`src/rtl/pcs_pkg.sv`:
```
// Shared 10GBASE-R PCS receive definitions: block geometry, sync headers,
// descrambler taps and the block-lock state encoding.
package pcs_pkg;

   localparam int unsigned BLOCK_W   = 66;
   localparam int unsigned PAYLOAD_W = 64;
   localparam int unsigned TAP_A     = 39;
   localparam int unsigned TAP_B     = 58;
   localparam int unsigned BER_LIMIT = 16;

   localparam logic [1:0] SH_DATA = 2'b01;
   localparam logic [1:0] SH_CTRL = 2'b10;

   typedef enum logic [1:0] {
      RESET_CNT,
      TEST_SH,
      SLIP,
      SLIP_WAIT
   } lock_state_e;

   function automatic logic sh_valid(input logic [1:0] sh);
      return (sh == SH_DATA) || (sh == SH_CTRL);
   endfunction

endpackage

```
`src/rtl/block_lock_fsm.sv`:
```
// Sync-header block-lock state machine with gearbox slip request.
// Optional BER monitor built only when DESCRAMBLE_BER_MON_EN is defined.
module block_lock_fsm
   import pcs_pkg::*;
#(
   parameter int unsigned SH_WIN       = 64,
   parameter int unsigned SH_INVLD_MAX = 16,
   parameter int unsigned SLIP_WAIT    = 32,
   parameter int unsigned BER_WIN      = 19531
) (
   input  logic       clk_i,
   input  logic       rst_n_i,
   input  logic [1:0] sh_i,
   input  logic       vld_i,
   output logic       block_lock_o,
   output logic       slip_o,
   output logic       hi_ber_o
);

   localparam int unsigned SH_CNT_W = $clog2(SH_WIN + 1);
   localparam int unsigned INV_W    = $clog2(SH_INVLD_MAX + 1);
   localparam int unsigned WAIT_W   = $clog2(SLIP_WAIT + 1);

   lock_state_e         r_state, w_state_d;
   logic [SH_CNT_W-1:0] r_sh_cnt, w_sh_cnt_d, w_sh_cnt_inc;
   logic [INV_W-1:0]    r_inv_cnt, w_inv_cnt_d, w_inv_cnt_inc;
   logic [WAIT_W-1:0]   r_wait_cnt, w_wait_cnt_d, w_wait_cnt_inc;
   logic                r_lock, w_lock_d;
   logic                r_slip, w_slip_d;
   logic                w_sh_bad;

   assign w_sh_bad = !sh_valid(sh_i);

   assign w_sh_cnt_inc  = (r_sh_cnt == SH_CNT_W'(SH_WIN)) ? r_sh_cnt : r_sh_cnt + 1'b1;
   assign w_inv_cnt_inc = (w_sh_bad && (r_inv_cnt != INV_W'(SH_INVLD_MAX))) ?
                          r_inv_cnt + 1'b1 : r_inv_cnt;
   assign w_wait_cnt_inc = (r_wait_cnt == WAIT_W'(SLIP_WAIT)) ? r_wait_cnt : r_wait_cnt + 1'b1;

   always_comb begin
      w_state_d    = r_state;
      w_sh_cnt_d   = r_sh_cnt;
      w_inv_cnt_d  = r_inv_cnt;
      w_wait_cnt_d = r_wait_cnt;
      w_lock_d     = r_lock;
      w_slip_d     = 1'b0;
      unique case (r_state)
         RESET_CNT: begin
            w_sh_cnt_d  = '0;
            w_inv_cnt_d = '0;
            w_state_d   = TEST_SH;
         end
         TEST_SH: begin
            if (vld_i) begin
               w_sh_cnt_d  = w_sh_cnt_inc;
               w_inv_cnt_d = w_inv_cnt_inc;
               // Invalid-limit check precedes window completion so a tie slips.
               if (!r_lock && w_sh_bad) begin
                  w_state_d = SLIP;
               end else if (r_lock && (w_inv_cnt_inc >= INV_W'(SH_INVLD_MAX))) begin
                  w_state_d = SLIP;
               end else if (w_sh_cnt_inc >= SH_CNT_W'(SH_WIN)) begin
                  if (w_inv_cnt_inc == '0) w_lock_d = 1'b1;
                  w_state_d = RESET_CNT;
               end
            end
         end
         SLIP: begin
            w_wait_cnt_d = '0;
            w_state_d    = pcs_pkg::SLIP_WAIT;
         end
         pcs_pkg::SLIP_WAIT: begin
            if (vld_i) begin
               w_wait_cnt_d = w_wait_cnt_inc;
               if (w_wait_cnt_inc >= WAIT_W'(SLIP_WAIT)) w_state_d = RESET_CNT;
            end
         end
         default: w_state_d = RESET_CNT;
      endcase
      if (w_state_d == SLIP) begin
         w_slip_d = 1'b1;
         w_lock_d = 1'b0;
      end
   end

   always_ff @(posedge clk_i or negedge rst_n_i) begin
      if (!rst_n_i) begin
         r_state    <= RESET_CNT;
         r_sh_cnt   <= '0;
         r_inv_cnt  <= '0;
         r_wait_cnt <= '0;
         r_lock     <= 1'b0;
         r_slip     <= 1'b0;
      end else begin
         r_state    <= w_state_d;
         r_sh_cnt   <= w_sh_cnt_d;
         r_inv_cnt  <= w_inv_cnt_d;
         r_wait_cnt <= w_wait_cnt_d;
         r_lock     <= w_lock_d;
         r_slip     <= w_slip_d;
      end
   end

   assign block_lock_o = r_lock;
   assign slip_o       = r_slip;

`ifdef DESCRAMBLE_BER_MON_EN
   localparam int unsigned BER_CNT_W = $clog2(BER_WIN + 1);
   localparam int unsigned BER_ERR_W = $clog2(BER_LIMIT + 1);

   logic [BER_CNT_W-1:0] r_ber_win, w_ber_win_inc;
   logic [BER_ERR_W-1:0] r_ber_err, w_ber_err_inc;
   logic                 r_hi_ber;

   assign w_ber_win_inc = r_ber_win + 1'b1;
   assign w_ber_err_inc = (w_sh_bad && (r_ber_err != BER_ERR_W'(BER_LIMIT))) ?
                          r_ber_err + 1'b1 : r_ber_err;

   // Flag sets mid-window; only the window boundary may clear it.
   always_ff @(posedge clk_i or negedge rst_n_i) begin
      if (!rst_n_i) begin
         r_ber_win <= '0;
         r_ber_err <= '0;
         r_hi_ber  <= 1'b0;
      end else if (vld_i) begin
         if (w_ber_win_inc >= BER_CNT_W'(BER_WIN)) begin
            r_ber_win <= '0;
            r_ber_err <= '0;
            r_hi_ber  <= (w_ber_err_inc >= BER_ERR_W'(BER_LIMIT));
         end else begin
            r_ber_win <= w_ber_win_inc;
            r_ber_err <= w_ber_err_inc;
            if (w_ber_err_inc >= BER_ERR_W'(BER_LIMIT)) r_hi_ber <= 1'b1;
         end
      end
   end

   assign hi_ber_o = r_hi_ber;
`else
   logic w_ber_unused;
   assign w_ber_unused = (BER_WIN == 0);
   assign hi_ber_o     = 1'b0;
`endif

endmodule

```
`src/rtl/descramble_lock.sv`:
```
// 10GBASE-R receive descrambler (x^58 + x^39 + 1) with block-lock control.
// Define DESCRAMBLE_BER_MON_EN to build the high-BER monitor.
module descramble_lock
   import pcs_pkg::*;
#(
   parameter int unsigned SH_WIN       = 64,
   parameter int unsigned SH_INVLD_MAX = 16,
   parameter int unsigned SLIP_WAIT    = 32,
   parameter int unsigned BER_WIN      = 19531
) (
   input  logic               clk_i,
   input  logic               rst_n_i,
   input  logic [BLOCK_W-1:0] data_i,
   input  logic               data_vld_i,
   output logic [BLOCK_W-1:0] data_o,
   output logic               data_vld_o,
   output logic               block_lock_o,
   output logic               slip_o,
   output logic               hi_ber_o
);

   logic [TAP_B-1:0]           r_hist, w_hist_d;
   logic [BLOCK_W-1:0]         r_data;
   logic                       r_vld;
   logic [PAYLOAD_W-1:0]       w_scr, w_plain;
   logic [PAYLOAD_W+TAP_B-1:0] w_ext;

   assign w_scr = data_i[BLOCK_W-1:2];

   // w_ext is the received stream from s[-58] upward, so tap offsets stay non-negative.
   always_comb begin
      w_ext    = {w_scr, {TAP_B{1'b0}}};
      w_hist_d = '0;
      w_plain  = '0;
      for (int k = 0; k < TAP_B; k++) begin
         w_ext[k]    = r_hist[TAP_B-1-k];
         w_hist_d[k] = w_scr[PAYLOAD_W-1-k];
      end
      for (int i = 0; i < PAYLOAD_W; i++) begin
         w_plain[i] = w_scr[i] ^ w_ext[i+TAP_B-TAP_A] ^ w_ext[i];
      end
   end

   always_ff @(posedge clk_i or negedge rst_n_i) begin
      if (!rst_n_i) begin
         r_hist <= '0;
         r_data <= '0;
         r_vld  <= 1'b0;
      end else begin
         r_vld <= data_vld_i;
         if (data_vld_i) begin
            r_data <= {w_plain, data_i[1:0]};
            r_hist <= w_hist_d;
         end
      end
   end

   assign data_o     = r_data;
   assign data_vld_o = r_vld;

   block_lock_fsm #(
      .SH_WIN       (SH_WIN),
      .SH_INVLD_MAX (SH_INVLD_MAX),
      .SLIP_WAIT    (SLIP_WAIT),
      .BER_WIN      (BER_WIN)
   ) u_block_lock_fsm (
      .clk_i        (clk_i),
      .rst_n_i      (rst_n_i),
      .sh_i         (data_i[1:0]),
      .vld_i        (data_vld_i),
      .block_lock_o (block_lock_o),
      .slip_o       (slip_o),
      .hi_ber_o     (hi_ber_o)
   );

endmodule

```
`config.mk`:
```
export PLATFORM = sky130hd
export DESIGN_NAME = descramble_lock
export DESIGN_NICKNAME = d
export VERILOG_FILES = /design/src/rtl/pcs_pkg.sv /design/src/rtl/block_lock_fsm.sv /design/src/rtl/descramble_lock.sv
export SDC_FILE = /design/constraint.sdc
export NUM_CORES = 1
export LEC_CHECK = 0
export CAP_MARGIN = 20
export CELL_PAD_IN_SITES_DETAIL_PLACEMENT = 1
export CELL_PAD_IN_SITES_GLOBAL_PLACEMENT = 1
export CORE_UTILIZATION = 47
export CTS_BUF_LIST = sky130_fd_sc_hd__clkbuf_4
export CTS_CLUSTER_SIZE = 14
export DETAILED_ROUTE_END_ITERATION = 12
export HOLD_SLACK_MARGIN = 0.03
export PLACE_DENSITY_LB_ADDON = 0.15
export SYNTH_ARGS = -nofsm -noshare
export SYNTH_HDL_FRONTEND = slang
export SYNTH_SLANG_ARGS = --single-unit
```
`constraint.sdc`:
```
create_clock -name clk_i -period 2.31 [get_ports clk_i]
set_input_delay 0.462 -clock clk_i [delete_from_list [all_inputs] [get_ports clk_i]]
set_output_delay 0.462 -clock clk_i [all_outputs]
set_load 0.03 [all_outputs]
```
==> metrics.md <==
| Metric | Value |
|---|---|
| CP Max Fanout | `5` |
| Critical Path RT | `1850 ps` |
| Setup TNS | `0 ps` |
| Top cells by area, synth | `dfrtp_1 (52%), mux2_2 (20%), xnor2_1 (16%), buf_2 (1.1%), ha_1 (1.1%)` |
| Global-route wire length before repair | `28200 um` |
| Clock buffer count from CTS | `17` |
| Synth Area in Adders | `1.063%` |
| Flops & latches, synth | `147` |
| Initial antenna violation count | `1` |
| CTS root buffer | `clkbuf_4` |
| Hold_buf cts | `1` |
| Yosys cell types | `43` |
| Layout Skew | `19.01 ps` |
| Fin crit share | `91.99%` |
| Number of buffers added on ports | `137` |
| All-layer global routing usage | `23.33%` |
| Post-Synthesis Cells | `535` |
| Ys Warns | `0` |
| Commonest non-fill, non-tap cell in the layout | `dfrtp_1` |
| Part of the power in registers | `42.2%` |
| H-tree depth | `4` |
| Die area | `15530 sq um` |
| Most frequent cells in the layout | `dfrtp_1 (147), clkdlybuf4s50_1 (135), xnor2_1 (129)` |
| Bufs and invs on worst path | `1` |
| Die height | `124.6 um` |
| Startpoint Class | `register` |
| Post-CTS Resized | `0` |
| Clock Latency Late Sink | `530 ps` |
| Fin nets | `754` |
| Max-Cap Viols | `0` |
| Largest area contributor in the netlist | `dfrtp_1` |
| Worst slew pin tran | `560.2 ps` |
| Internal power | `0.005509 W` |
| Worst setup EP type | `output port` |
| CP delay by family, top | `buffers and inverters` |
| Primary FF master, synth | `dfrtp_1` |
| Detailed placer's ending HPWL | `11990 um` |
| Via density per instance | `5.339` |
| Largest net degree at the start of global routing | `103` |
| Clock share of power | `22.7%` |
| Die width | `124.6 um` |
| IR drop worst, VDD | `0.5353 mV` |
| Largest family of logic cells by synthesized area | `multiplexers` |
| Switch share | `34.66%` |
| Complex-gate fraction of the synthesized area | `4.924%` |
| Max frequency | `0.4706 GHz` |
| Worst relative slew slack | `62.65%` |
| Area grow syn2layout | `27.26%` |
| Setup slack after layout | `185.1 ps` |
| Power Dens Cells | `937.8 nW/um^2` |
| Detailed-route DRC error count | `0` |
| Core ar. | `14590 sq um` |
| EDFF count, synth | `0` |
| Simple-Gate Fraction of Synth Area | `3.684%` |
| Syn Area/Cell | `13.20 sq um` |
| Hold slack | `389.0 ps` |
| Std cell rows | `44` |
| IO Pins | `139` |
| CTS tree | `built` |
| CP max stage delay | `690 ps` |
| Share of the synthesized area in the top cell type | `52.07%` |
| Critical-path top delay cell | `clkdlybuf4s50_1` |
| Switch Pwr | `0.002922 W` |
| Combinational power share | `35.1%` |
| Routed WL | `16790 um` |
| RSZ-0062 raised after global routing | `false` |
| Worst-path clk slew | `130 ps` |
| Layout cells sized above 1 | `24.46%` |
| Period minus WS final | `2125 ps` |
| Final hold vios | `0` |
| Final Cell Area | `8990 sq um` |
| Min-delay worst type | `input port to register` |
| Worst path cell trace | `clkdlybuf4s50_1` |
| Post-place setup slack | `182.4 ps` |
| Pleak | `3.568 nW` |
| Placement Cell Area | `8637 sq um` |
| Vias | `4677` |
| Iteration-0 DRC Markers | `171` |
| Synth Area in XOR/XNOR | `16.47%` |
| Detail Route Antenna Nets | `0` |
| Setup Viol. Count Final | `0` |
| Syn nets | `610` |
| Final Max Slew Viols | `0` |
| Cell Area, Synth | `7064 sq um` |
| Post-synthesis sequential area ratio | `52.07%` |
| Max clock buf depth | `2` |
| Initial core utilization | `48.42%` |
| Crit path DAT | `1660 ps` |
| Critical path class | `register to output port` |
| Sink Count | `147` |
| Vias in the first global route | `5261` |
| Mux share of post-synthesis cell area | `19.93%` |
| Total gr overflow | `0` |
| DR pass1 iterations | `4` |
| Async S/R FF share, synth | `100.0%` |
| Wire per inst | `19.16 um` |
| Run status | `finished clean` |
| Post-CTS Repair Setup Buffers | `0` |
| Gpl congestion | `0.7828` |
[cell families after synthesis]
group | Yosys count
AOI/OAI and AO/OA | 50
adders and majority gates | 6
other | 1
DFF | 147
buffers and inverters | 28
muxes | 125
xor gates and xnor gates | 132
and+or+nand+nor | 46
[per-stage QoR]
step                      utilization (%)  cells  power [W]
final                               61.62    876   0.008431
after global routing                61.62    876   0.008881
after CTS                           61.60    875   0.008523
after detailed placement            59.20    843   0.006569
after global placement              59.20    843   0.006430
after floorplan                         -    535   0.005333
[cells in the mapped netlist, types with 3 or more instances]
| cell type | number |
|---|---|
| dfrtp_1 | 147 |
| xnor2_1 | 129 |
| mux2_2 | 125 |
| buf_2 | 15 |
| o21ai_0 | 12 |
| nand2_1 | 11 |
| inv_1 | 10 |
| a21oi_1 | 9 |
| nor2_1 | 7 |
| ha_1 | 6 |
| o2bb2ai_1 | 5 |
| a22o_1 | 4 |
| and2_1 | 4 |
| nand3_1 | 4 |
| nand4_1 | 4 |
| a21o_1 | 3 |
| a311oi_1 | 3 |
| nand2b_1 | 3 |
[per-layer routing]
layer	wire [um]	up-vias	GRT usage, %
met5	0	-	0
met4	244	0	8.221
met3	794	21	5.627
met2	8904	90	40.33
met1	6843	2428	28.26
li1	-	2138	-
[state kept, by name (all words and copies together), names as in the netlist]
signal                         cells
data_o                            66
data_vld_o                         1
r_hist                            58
u_block_lock_fsm.block_lock_o      1
u_block_lock_fsm.r_inv_cnt         5
u_block_lock_fsm.r_sh_cnt          7
u_block_lock_fsm.r_state           2
u_block_lock_fsm.r_wait_cnt        6
u_block_lock_fsm.slip_o            1
[area by class of cell]
cell class,count,area [sq um]
fill,1428,5599
sequential,147,3679
multi-input combinational,360,3258
timing repair buffer,143,1443
tap,184,230.2
clock inverter,14,212.7
clock buffer,17,127.6
inverter,10,37.54
antenna,1,2.502
[path summary, 6_finish.rpt]
| path | startpoint | end | slack, ps | depth (start not counted) |
|---|---|---|---|---|
| max in group asynchronous | rst_n_i | data_o[52]$_DFFE_PN0P_ | 1160 | 3 |
| worst min-delay path | data_vld_i | u_block_lock_fsm.slip_o$_DFF_PN0_ | 390 | 3 |
| worst max-delay path | u_block_lock_fsm.block_lock_o$_DFFE_PN0P_ | block_lock_o | 190 | 1 |
| worst max register to register | u_block_lock_fsm.r_inv_cnt[0]$_DFFE_PN0P_ | u_block_lock_fsm.block_lock_o$_DFFE_PN0P_ | 490 | 5 |
| worst min register to register | data_o[9]$_DFFE_PN0P_ | data_o[9]$_DFFE_PN0P_ | 520 | 1 |
| min in group asynchronous | rst_n_i | data_o[26]$_DFFE_PN0P_ | 440 | 2 |
[tightest hold or removal path: cells and delay by family]
family	cells	cell delay, ps
simple gates	2	260
buf+inv	1	160
[power by group through the flow]
stage / clock (W) / sequential (W) / combinational (W)
5_1_grt: 0.00206 / 0.00364 / 0.00318
3_3_place_gp: 0 / 0.00356 / 0.00287
6_report: 0.00191 / 0.00356 / 0.00296
3_5_place_dp: 0 / 0.00360 / 0.00297
4_1_cts: 0.00196 / 0.00356 / 0.00300
2_1_floorplan: 0 / 0.00412 / 0.00122
Power figures use the tool's default switching activity.
